<file path="src/rtl/rr_arbiter_4.sv">
// rr_arbiter_4: four-way round-robin arbiter with a bounded hold time.
// One owner at a time. Each grant ends on done, on the owner dropping its
// request, or after MAX_HOLD cycles. Every grant is followed by at least
// one idle cycle. grant_idx keeps the last owner after the grant ends, so
// the downstream 2:4 decoder select only moves when a new grant starts.
//
// state | meaning
// IDLE  | no owner; next edge arbitrates among req from ptr upward
// GRANT | grant_idx owns the resource; cnt counts cycles held
module rr_arbiter_4 #(
    parameter int MAX_HOLD = 8
) (
    input  logic       clk,
    input  logic       rst,
    input  logic [3:0] req,
    input  logic       done,
    output logic [1:0] grant_idx,
    output logic       grant_en,
    output logic       timeout
);

    typedef enum logic {
        ST_IDLE  = 1'b0,
        ST_GRANT = 1'b1
    } state_t;

    localparam logic [7:0] HOLD_LIMIT = 8'(MAX_HOLD);

    state_t     state_q, state_d;
    logic [1:0] ptr_q, ptr_d;
    logic [7:0] cnt_q, cnt_d;
    logic [1:0] grant_idx_q, grant_idx_d;
    logic       grant_en_q, grant_en_d;
    logic       timeout_q, timeout_d;

    logic       win_found;
    logic [1:0] win_idx;
    logic [1:0] cand;

    logic       rel_done;
    logic       rel_drop;
    logic       rel_max;
    logic       release_now;

    // Rotating priority scan: pick the first requester at ptr, ptr+1, ...
    // Scanning from the far end lets the nearest hit overwrite later ones.
    always_comb begin
        win_found = 1'b0;
        win_idx   = ptr_q;
        cand      = ptr_q;
        for (int i = 3; i >= 0; i--) begin
            cand = ptr_q + 2'(i);
            if (req[cand]) begin
                win_found = 1'b1;
                win_idx   = cand;
            end
        end
    end

    // Release conditions for the current owner; only meaningful in GRANT.
    always_comb begin
        rel_done    = done;
        rel_drop    = ~req[grant_idx_q];
        rel_max     = (cnt_q == HOLD_LIMIT);
        release_now = rel_done | rel_drop | rel_max;
    end

    // Next-state and next-output logic for the IDLE/GRANT machine.
    always_comb begin
        state_d     = state_q;
        ptr_d       = ptr_q;
        cnt_d       = cnt_q;
        grant_idx_d = grant_idx_q;
        grant_en_d  = grant_en_q;
        timeout_d   = 1'b0;

        unique case (state_q)
            ST_IDLE: begin
                grant_en_d = 1'b0;
                if (win_found) begin
                    grant_idx_d = win_idx;
                    grant_en_d  = 1'b1;
                    cnt_d       = 8'd1;
                    state_d     = ST_GRANT;
                end
            end
            ST_GRANT: begin
                if (release_now) begin
                    grant_en_d = 1'b0;
                    ptr_d      = grant_idx_q + 2'd1;
                    cnt_d      = 8'd0;
                    state_d    = ST_IDLE;
                    // Timeout is flagged only when the hold limit alone ended the grant.
                    timeout_d  = rel_max & ~rel_done & ~rel_drop;
                end else begin
                    cnt_d = cnt_q + 8'd1;
                end
            end
            default: begin
                state_d    = ST_IDLE;
                grant_en_d = 1'b0;
            end
        endcase
    end

    // State and registered outputs; reset clears everything asynchronously.
    always_ff @(posedge clk or posedge rst) begin
        if (rst) begin
            state_q     <= ST_IDLE;
            ptr_q       <= 2'd0;
            cnt_q       <= 8'd0;
            grant_idx_q <= 2'd0;
            grant_en_q  <= 1'b0;
            timeout_q   <= 1'b0;
        end else begin
            state_q     <= state_d;
            ptr_q       <= ptr_d;
            cnt_q       <= cnt_d;
            grant_idx_q <= grant_idx_d;
            grant_en_q  <= grant_en_d;
            timeout_q   <= timeout_d;
        end
    end

    assign grant_idx = grant_idx_q;
    assign grant_en  = grant_en_q;
    assign timeout   = timeout_q;

endmodule
</file>
<file path="config.mk">
export PLATFORM = sky130hd
export DESIGN_NAME = rr_arbiter_4
export DESIGN_NICKNAME = d
export VERILOG_FILES = /design/src/rtl/rr_arbiter_4.sv
export SDC_FILE = /design/constraint.sdc
export NUM_CORES = 1
export LEC_CHECK = 0
export CAP_MARGIN = 20
export CORE_MARGIN = 2
export CORE_UTILIZATION = 30
export DETAILED_ROUTE_END_ITERATION = 7
export PLACE_DENSITY = 0.57
export REMOVE_ABC_BUFFERS = 1
export SLEW_MARGIN = 40
export SYNTH_ARGS = -nofsm -noshare
export SYNTH_HDL_FRONTEND = slang
export SYNTH_SLANG_ARGS = --single-unit
</file>
<file path="constraint.sdc">
create_clock -name clk -period 5 [get_ports clk]
set_clock_uncertainty 0.2 [all_clocks]
set_input_delay 1 -clock clk [delete_from_list [all_inputs] [get_ports clk]]
set_output_delay 1 -clock clk [all_outputs]
set_load 0.03 [all_outputs]
</file>
==> out/qor.csv <==
stage;metric;value;unit
cts;max-clock-path-buffers;2;
hold_path;hp-class;flop to flop;
critical_path;start_kind;input port;
pwr;clockPowerShare;15.8;%
yosys;synth_area_per_cell;9.61;um^2
cells_and_area;fin_cells;140;
yosys;synthAdderAreaFrac;2.74;%
run;maxCapViolCount;0;
timing;hold_viol;0;
critical_path;cp_max_fo;7;
global_routing;grt_pass1_vias;742;
pwr;switching_share;40.4;%
route;via_per_inst;5.44;
cells_and_area;final_area;0.00107;mm^2
pwr;p_per_area;438;mW/mm^2
critical_path;r2r_start;state_q;
yosys;ys_seq_area_share;41.1;%
timing;rsz0062_at_grt;no;
floorplanning;coreArea;0.00298;mm^2
yosys;synth_xor_area_share;2.88;%
yosys;synth_cells;95;
timing;worst_pin_slew;0.599;ns
placed_design;place.gp.congestion;0.771;
critical_path;arrival;2.76;ns
route;totalWireLength;1.96;mm
cts;h-tree-depth;1;
pwr;p_sw;0.000189;W
pwr;max-vdd-ir-drop;213;uV
cts;cts.clk_slew.worst_paths;0.11;ns
critical_path;end_kind;flop;
yosys;synth_compound_area_share;18.6;%
route;vias;761;
timing;relSlewSlack;60.0;%
floorplanning;start_util;30.7;%
cts;cts_buffers;3;
yosys;syn_area;913;um^2
cts;cts.sinks;15;
critical_path;crit_chain;clkdlybuf4s50_1 > or4_1 > nor2_1 > inv_1 > a31oi_1;
critical_path;crit_start;req[3];
cells_and_area;final-seq-area;375;um^2
critical_path;cp.required;5.02;ns
cells_and_area;fin_util;35.8;%
floorplanning;fp.dieW;59.2;um
cells_and_area;multi_input_area;493;um^2
global_routing;grt_pass1_wl;3.42;mm
timing;setup_tns;0;ns
cells_and_area;final_layout_size_suffix_gt1_share;11.2;%
yosys;yosys_register_bits;15;
route;drt_iter0_drc;22;
critical_path;slowest_stage;or4_1;
placed_design;io_buffer_count;10;
floorplanning;ios;11;
yosys;yosysWarnings;0;
cts;cts.repair.resized;0;
route;drc;0;
timing;max_freq;365;MHz
timing;setup-violations-final;0;
floorplanning;fp.dieH;59.2;um
pwr;p_int;0.000278;W
global_routing;grt_max_degree;16;
route;ant_nets;0;
cells_and_area;syn2layout_area_growth;16.8;%
placed_design;hpwl;1.44;mm
floorplanning;num_rows;20;
cells_and_area;fill_cells;312;
critical_path;critPathBufInv;2;
route;drt-pass1-iter-count;4;
pwr;power_frac_comb;41.1;%
placed_design;place_inst;136;
pwr;pwr-share-seq;43.0;%
cells_and_area;finalNetCount;117;
placed_design;placed_area;0.00104;mm^2
yosys;synth-simple-area-share;22.6;%
pwr;leakage;0.439;nW
yosys;synth_mux_area_share;7.12;%
run_status;status;finished clean;
yosys;synth_top_family_by_area;simple AND/OR/NAND/NOR gates;
timing;slew_viol_final;0;
cts;postCtsSetupRepairBufs;0;
hold_path;min_from;grant_en;
global_routing;gr-total-overflow;0;
global_routing;antenna_found_initial;0;
cts;cts_hold_buf;0;
timing;min_period_over_period;54.8;%
global_routing;grt_usage;13.1;%
cts;clock_tree.root_cell;clkbuf_4;
critical_path;max_stage_delay;0.56;ns
route;wl_per_cell;14.0;um
critical_path;crit_type;input port to flop;
cts;insertion_delay;0.29;ns
cells_and_area;n_antenna_cell;0;
cts;cts_tree;done;
critical_path;cpLargestDelayFamily;simple AND/OR/NAND/NOR gates;
floorplanning;die_area;0.00350;mm^2
timing;final.min_clock_period;2.74;ns
yosys;ys_types;38;
## flip-flops by register name, indices dropped and copies added, names as in the netlist
register   flops
grant_en       1
timeout        1
cnt_q          8
ptr_q          2
grant_idx      2
state_q        1
## cells by family after synthesis
family                   Yosys count
XOR/XNOR                           3
AO/OA/AOI/OAI                     21
flip-flops                        15
buffers and inverters             10
multiplexers                       5
AND/OR/NAND/NOR                   39
adder cells (fa/ha/maj)            2
## area by class of cell
| cell class | count | share of cell area, % |
|---|---|---|
| Sequential cell | 15 | 35.2 |
| Tap cell | 33 | 3.87 |
| Clock buffer | 3 | 2.11 |
| Timing Repair Buffer | 10 | 9.38 |
| Clock inverter | 1 | 0.469 |
| Multi-Input combinational cell | 70 | 46.2 |
| Inverter | 8 | 2.81 |
## power by group through the flow
| stage | Clock (W) | Sequential (W) | Combinational, W |
|---|---|---|---|
| final | 0.0000740 | 0.000201 | 0.000192 |
| after floorplan | 0 | 0.000213 | 0.000118 |
| after CTS | 0.0000763 | 0.000202 | 0.000196 |
| after global routing | 0.0000838 | 0.000207 | 0.000212 |
| after global placement | 0 | 0.000204 | 0.000192 |
| after detailed placement | 0 | 0.000204 | 0.000195 |
## final timing paths
check | end | slack [ns] | cells past startpoint
min | grant_en | 0.34 | 1
min reg2reg | grant_en | 0.34 | 1
min in group asynchronous | state_q | 0.86 | 2
max in group asynchronous | cnt_q[3] | 3.34 | 2
max | cnt_q[5] | 2.26 | 5
max reg2reg | cnt_q[7] | 3.05 | 4
## cells in the final DEF, fill, tap and decap left out, types with 2 or more instances in the layout
cell / count
a21oi_1: 2
and2_1: 2
and3_1: 2
clkbuf_4: 3
clkdlybuf4s50_1: 10
dfrtp_1: 15
ha_1: 2
inv_1: 8
mux2_2: 2
mux2i_1: 2
nand2_1: 11
nand3_1: 8
nor2_1: 7
o21ai_0: 5
o22ai_1: 2
xnor2_1: 2
## layer usage
metal / GRT usage [%] / part of all wire, % / up-vias / routed length [um]
met5: 0 / 0 / - / 0
met4: 1.95 / 0.31 / 0 / 6
met3: 3.93 / 3.3 / 2 / 65
met2: 24.8 / 54 / 13 / 1060
met1: 14.7 / 42 / 375 / 829
li1: - / - / 371 / -
## synth_stat cells
master      n  area share [%]
nand2_4     1             1.2
o21ai_1     1            0.55
nand2_1    11             4.5
o21a_1      1            0.82
nor2b_1     1            0.69
and4b_1     1             1.1
o211ai_1    1            0.82
nand3_1     8             4.4
nand2b_1    1            0.69
nor2_1      7             2.9
dfrtp_1    15              41
mux2i_1     2             2.2
nor4bb_1    1             1.1
a21oi_1     2             1.1
xor2_1      1            0.96
and3_1      2             1.4
a31o_2      1            0.96
o21ai_0     5             2.7
xnor2_1     2             1.9
o32ai_1     1            0.96
o32ai_4     1             3.0
nor3_1      1            0.55
or4_1       1            0.82
o22ai_1     2             1.4
mux2_2      2             2.5
buf_4       2             1.6
mux4_2      1             2.5
ha_1        2             2.7
o311ai_2    1             1.8
a221o_1     1             1.1
a22oi_1     1            0.82
inv_1       8             3.3
o2111ai_1   1            0.96
nor4_1      1            0.69
or3b_4      1             1.2
and2_1      2             1.4
a31oi_1     1            0.69
o221ai_1    1            0.96
## worst register-to-register path, cell delays in order, from the launching register on
cell      delay [ns]
dfrtp_1         0.52
or3b_4          0.44
o32ai_4         0.32
nand2_4         0.11
o311ai_2        0.26
## through the flow
step | total power (W) | setup WS, ns | hold WS [ns]
after floorplan | 0.000331 | 2.68 | 0.305
after global placement | 0.000395 | 2.04 | 0.299
after detailed placement | 0.000399 | 1.93 | 0.324
after CTS | 0.000474 | 2.24 | 0.349
after global routing | 0.000503 | 2.14 | 0.382
final | 0.000467 | 2.26 | 0.341
Power figures use the tool's default switching activity.
